## config.mk

```make
export PLATFORM = sky130hd
export DESIGN_NAME = ahb_periph_bridge
export DESIGN_NICKNAME = d
export VERILOG_FILES = /design/src/rtl/ahb_periph_bridge.sv
export SDC_FILE = /design/constraint.sdc
export NUM_CORES = 1
export LEC_CHECK = 0
export CAP_MARGIN = 20
export CORE_MARGIN = 10
export CORE_UTILIZATION = 30
export CTS_CLUSTER_SIZE = 30
export DETAILED_ROUTE_END_ITERATION = 12
export PLACE_DENSITY_LB_ADDON = 0.1
export SLEW_MARGIN = 5
export SYNTH_ARGS = -nofsm -noshare
export SYNTH_HDL_FRONTEND = slang
export SYNTH_SLANG_ARGS = --single-unit
```

## constraint.sdc

```tcl
create_clock -name clk -period 5.9 [get_ports clk]
set_input_delay 1.18 -clock clk [delete_from_list [all_inputs] [get_ports clk]]
set_output_delay 1.18 -clock clk [all_outputs]
set_load 0.1 [all_outputs]
```

## src/rtl/ahb_periph_bridge.sv

```systemverilog
// AHB-Lite slave front end driving a simple rd_en/wr_en peripheral strobe interface.
// Handles address/data-phase pipelining, read stalls with timeout, and the two-cycle ERROR response.
module ahb_periph_bridge #(
  parameter int DATA_WIDTH = 32,
  parameter int ADDR_WIDTH = 32,
  parameter int TIMEOUT    = 16
) (
  input  logic                  clk,
  input  logic                  rst,
  input  logic                  HSEL,
  input  logic [ADDR_WIDTH-1:0] HADDR,
  input  logic [1:0]            HTRANS,
  input  logic                  HWRITE,
  input  logic [2:0]            HSIZE,
  input  logic [DATA_WIDTH-1:0] HWDATA,
  input  logic                  HREADY,
  output logic                  HREADYOUT,
  output logic                  HRESP,
  output logic [DATA_WIDTH-1:0] HRDATA,
  output logic                  rd_en,
  output logic                  wr_en,
  output logic [ADDR_WIDTH-1:0] address,
  output logic [DATA_WIDTH-1:0] wr_data,
  input  logic [DATA_WIDTH-1:0] rd_data,
  input  logic                  ready,
  input  logic                  error
);

  localparam int                CNT_W     = $clog2(TIMEOUT + 1);
  localparam logic [CNT_W-1:0]  TIMEOUT_C = CNT_W'(TIMEOUT);

  typedef enum logic [2:0] {
    S_IDLE,
    S_WRITE,
    S_WRESP,
    S_READ,
    S_RDONE,
    S_ERR1,
    S_ERR2
  } state_t;

  state_t                  state_q, state_d;
  logic [ADDR_WIDTH-1:0]   addr_q, addr_d;
  logic [DATA_WIDTH-1:0]   hrdata_q, hrdata_d;
  logic [CNT_W-1:0]        cnt_q, cnt_d;
  logic [CNT_W-1:0]        cnt_inc;
  logic                    accept;
  logic                    bad_xfer;
  logic                    can_accept;
  state_t                  accept_state;

  // HTRANS[0] only separates BUSY from IDLE and SEQ from NONSEQ; neither matters here.
  logic unused_htrans0;
  assign unused_htrans0 = HTRANS[0];

  assign accept   = HSEL & HREADY & HTRANS[1];
  assign bad_xfer = (HSIZE != 3'b010) | (HADDR[1:0] != 2'b00);
  assign cnt_inc  = cnt_q + CNT_W'(1);

  always_comb begin
    if (bad_xfer) begin
      accept_state = S_ERR1;
    end else if (HWRITE) begin
      accept_state = S_WRITE;
    end else begin
      accept_state = S_READ;
    end
  end

  always_comb begin
    // NOTE: every output and next-state value gets a default first, so no path can infer a latch.
    state_d    = state_q;
    addr_d     = addr_q;
    hrdata_d   = hrdata_q;
    cnt_d      = cnt_q;
    can_accept = 1'b0;
    HREADYOUT  = 1'b1;
    HRESP      = 1'b0;
    rd_en      = 1'b0;
    wr_en      = 1'b0;
    wr_data    = '0;

    unique case (state_q)
      S_IDLE: begin
        can_accept = 1'b1;
      end
      S_WRITE: begin
        HREADYOUT = 1'b0;
        wr_en     = 1'b1;
        wr_data   = HWDATA;
        state_d   = S_WRESP;
      end
      S_WRESP: begin
        // The peripheral registered error on the strobe edge, so it is valid here.
        if (error) begin
          HREADYOUT = 1'b0;
          HRESP     = 1'b1;
          state_d   = S_ERR2;
        end else begin
          can_accept = 1'b1;
        end
      end
      S_READ: begin
        HREADYOUT = 1'b0;
        rd_en     = 1'b1;
        if (ready) begin
          hrdata_d = rd_data;
          state_d  = S_RDONE;
        end else begin
          if (cnt_q != TIMEOUT_C) begin
            cnt_d = cnt_inc;
          end
          if (cnt_inc == TIMEOUT_C) begin
            state_d = S_ERR1;
          end
        end
      end
      S_RDONE: begin
        can_accept = 1'b1;
      end
      S_ERR1: begin
        HREADYOUT = 1'b0;
        HRESP     = 1'b1;
        state_d   = S_ERR2;
      end
      S_ERR2: begin
        HRESP      = 1'b1;
        can_accept = 1'b1;
      end
      default: begin
        state_d = S_IDLE;
      end
    endcase

    // Completing states double as address phases, so back-to-back transfers need no idle gap.
    if (can_accept) begin
      state_d = S_IDLE;
      if (accept) begin
        state_d = accept_state;
        addr_d  = HADDR;
        cnt_d   = '0;
      end
    end
  end

  always_ff @(posedge clk or posedge rst) begin
    if (rst) begin
      state_q  <= S_IDLE;
      addr_q   <= '0;
      hrdata_q <= '0;
      cnt_q    <= '0;
    end else begin
      // NOTE: non-blocking assignments keep every register sampling pre-edge values.
      state_q  <= state_d;
      addr_q   <= addr_d;
      hrdata_q <= hrdata_d;
      cnt_q    <= cnt_d;
    end
  end

  assign address = addr_q;
  assign HRDATA  = hrdata_q;

endmodule

```

==> flow_metrics.py <==
metrics = {
    "timing": {
        "setup_viol": 0,
        "final_hold_viol_count": 0,
        "rsz0062_at_grt": "false",
        "max_freq_mhz": 232,
        "finClkSkew_ns": 0.0117,
        "tightest_slew_ns": 1.06,
        "period_needed_ns": 4.31,
        "slew_viol_final": 0,
        "holdWs_ns": 0.489,
        "slew_headroom_pct": 28.9,
        "setup_tns_ns": 0,
        "min_period_over_period_pct": 73.1,
    },
    "min_path": {
        "hold_class": "reg2reg",
        "min_from": "address[16]",
    },
    "global_route": {
        "grt_max_degree": 47,
        "grt.overflow.total": 0,
        "grt_pass1_vias": 2606,
        "grt_antenna_before_repair": 0,
        "grtUsageTotal_pct": 13.0,
        "grt_pass1_wl_mm": 15.1,
        "use_met1_pct": 14.5,
        "busiest_layer": "met2",
        "gr-usage-met3_pct": 6.75,
        "use_met2_pct": 21.1,
    },
    "logic_synthesis": {
        "synthFlopType": "dfrtp_1",
        "synth.distinct_cells": 33,
        "synth_top_area_share_pct": 56.6,
        "seq_area_frac_synth_pct": 56.6,
        "syn_area_per_cell_sq_um": 13.6,
        "synth_edf_count": 0,
        "synthArstFlopShare_pct": 100,
        "synth_warnings": 0,
        "yosys_register_bits": 72,
        "yosys-top-cells-area": "dfrtp_1 (57%), mux2_2 (22%), and2_1 (6.3%), buf_6 (2.8%), mux2_1 (1.1%)",
        "synthMuxAreaShare_pct": 23.3,
        "syn_area_sq_um": 3180,
        "synth_top_family_by_area": "multiplexers",
        "synth_compound_area_share_pct": 2.95,
        "synth_simple_gate_area_share_pct": 11.1,
        "synth_top_area_cell": "dfrtp_1",
        "synth_nets": 344,
        "synth_xor_area_share_pct": 1.10,
        "syn_inst": 234,
        "synthAdderAreaFrac_pct": 0.786,
    },
    "run": {
        "maxCapViolations": 0,
    },
    "route": {
        "drtIter0Drc": 63,
        "dr.pass1.iters": 4,
        "route.detailed.drc": 0,
        "wl_mm": 10.6,
        "ant_nets": 0,
        "routedWlPerCell_microns": 18.2,
        "avgViaCountPerCell": 4.43,
        "vias": 2568,
    },
    "cells_and_area": {
        "post-route-util_pct": 53.5,
        "seqCellArea_sq_um": 1800,
        "n_antenna_cell": 0,
        "fin_cells": 580,
        "fillCellCount": 905,
        "mostFrequentLayoutCells": "clkdlybuf4s50_1 (206), dfrtp_1 (72), mux2_2 (61), and2_1 (32), clkbuf_8 (10)",
        "syn2layout_area_growth_pct": 73.6,
        "drive_above_1_share_pct": 19.4,
        "design_area_sq_um": 5530,
        "layout_commonest_cell": "clkdlybuf4s50_1",
        "final_nets": 550,
        "multiInputGateArea_sq_um": 1250,
    },
    "worst_setup_path": {
        "crit_family": "buffers and inverters",
        "path_cells": "clkdlybuf4s50_1 > nand2_1 > o21ai_0 > clkdlybuf4s50_1",
        "critPathMaxStageDelay_ns": 1.17,
        "crit_type": "in2out",
        "cp_common_cell": "clkdlybuf4s50_1",
        "critPathRequiredTime_ns": 4.72,
        "crit_arrival_ns": 3.13,
        "path_buf_inv": 2,
        "crit_path_end_kind": "output pin",
        "critPathSlowestCell": "clkdlybuf4s50_1",
        "r2r-start": "state_q[2]",
        "worstSetupStartpoint": "error",
        "critPathLaunchType": "input port",
        "crit_fanout": 3,
    },
    "placement": {
        "place_congestion": 0.840,
        "place_area_sq_um": 5310,
        "hpwlAfterDp_mm": 8.57,
        "io_buffers": 206,
        "dp_cells": 564,
    },
    "power": {
        "p_switching_uw": 1220,
        "p_sw_share_pct": 51.7,
        "p_int_uw": 1140,
        "power_density_nw_per_um2": 426,
        "sequentialPowerShare_pct": 27.8,
        "leakagePower_uw": 0.00236,
        "combPwrFrac_pct": 55.7,
        "pwr-share-clk_pct": 16.5,
        "ir_drop_mv": 0.227,
    },
    "status": {
        "run_status": "completed",
    },
    "clock_tree": {
        "hold_buffers": 0,
        "post_cts_resized": 0,
        "post_cts_buffers": 0,
        "cts_tree": "yes",
        "cts_max_level": 3,
        "cts_max_path_buffers": 2,
        "insertion_delay_ns": 0.34,
        "cts.clk_slew.worst_paths_ns": 0.07,
        "cts_sinks": 72,
        "cts_buffers": 9,
        "clock-root-buffer": "clkbuf_8",
    },
    "floorplanning": {
        "coreArea_sq_um": 10300,
        "floorplan.rows": 37,
        "design.portCount": 208,
        "die_width_microns": 123,
        "initial_core_util_pct": 30.8,
        "die_area_sq_um": 15100,
        "fp.dieH_microns": 123,
    },
}
==> kinds of logic (layout without fill, tap and decap cells) <==
kind of cell | after synthesis | in the layout
simple gates | 58 | 58
buf+inv | 18 | 228
flops | 72 | 72
xor+xnor | 4 | 4
mux | 66 | 66
compound gates | 14 | 14
fa+ha+maj | 2 | 2
==> per-layer routing <==
metal | up-vias | part of all wire [%]
li1 | 1205 | -
met1 | 1206 | 39
met2 | 146 | 46
met3 | 11 | 15
met4 | 0 | 0.99
met5 | - | 0
==> final timing paths <==
path / slack (ns) / cells after the start / to
min in group asynchronous: 1.09 / 2 / HRDATA[29]
min: 0.49 / 1 / address[16]
max reg2reg: 4.04 / 3 / HRDATA[23]
min reg2reg: 0.49 / 1 / address[16]
max: 1.59 / 4 / HRESP
max in group asynchronous: 3.91 / 4 / HRDATA[12]
==> sequential cells by signal (all words and copies together), names as in the netlist <==
register / flops
HRDATA: 32
address: 32
cnt_q: 5
state_q: 3
==> power groups by stage <==
stage | sequential, uW | combinational (uW) | clock (uW)
after floorplan | 1430 | 205 | 0
after global placement | 659 | 1320 | 0
after detailed placement | 666 | 1320 | 0
after CTS | 657 | 1320 | 405
after global routing | 671 | 1350 | 425
final | 655 | 1310 | 389
==> synthesized netlist by cell type (all sizes together), types with 2 or more instances <==
master	n
a21oi	4
and2	32
and4b	2
buf	11
clkbuf	3
dfrtp	72
ha	2
inv	4
mux2	64
mux2i	2
nand2	8
nand4	2
nor2	7
o21a	2
o21ai	3
o31ai	2
xor2	3
==> through the flow <==
step                power, uW  setup WS (ns)
detailed placement       1990           1.57
global placement         1980           1.59
floorplan                1630           1.35
finish                   2360           1.59
CTS                      2390           1.57
global route             2450           1.49
==> final cells by class <==
cell class | count | share of cell area (%)
Sequential cell | 72 | 32.6
Inverter | 4 | 0.272
Tap cell | 136 | 3.08
Multi-Input combinational cell | 144 | 22.6
Clock buffer | 10 | 2.49
Timing Repair Buffer | 209 | 37.9
Clock inverter | 5 | 1.04
(Power assumes the default switching activity.)
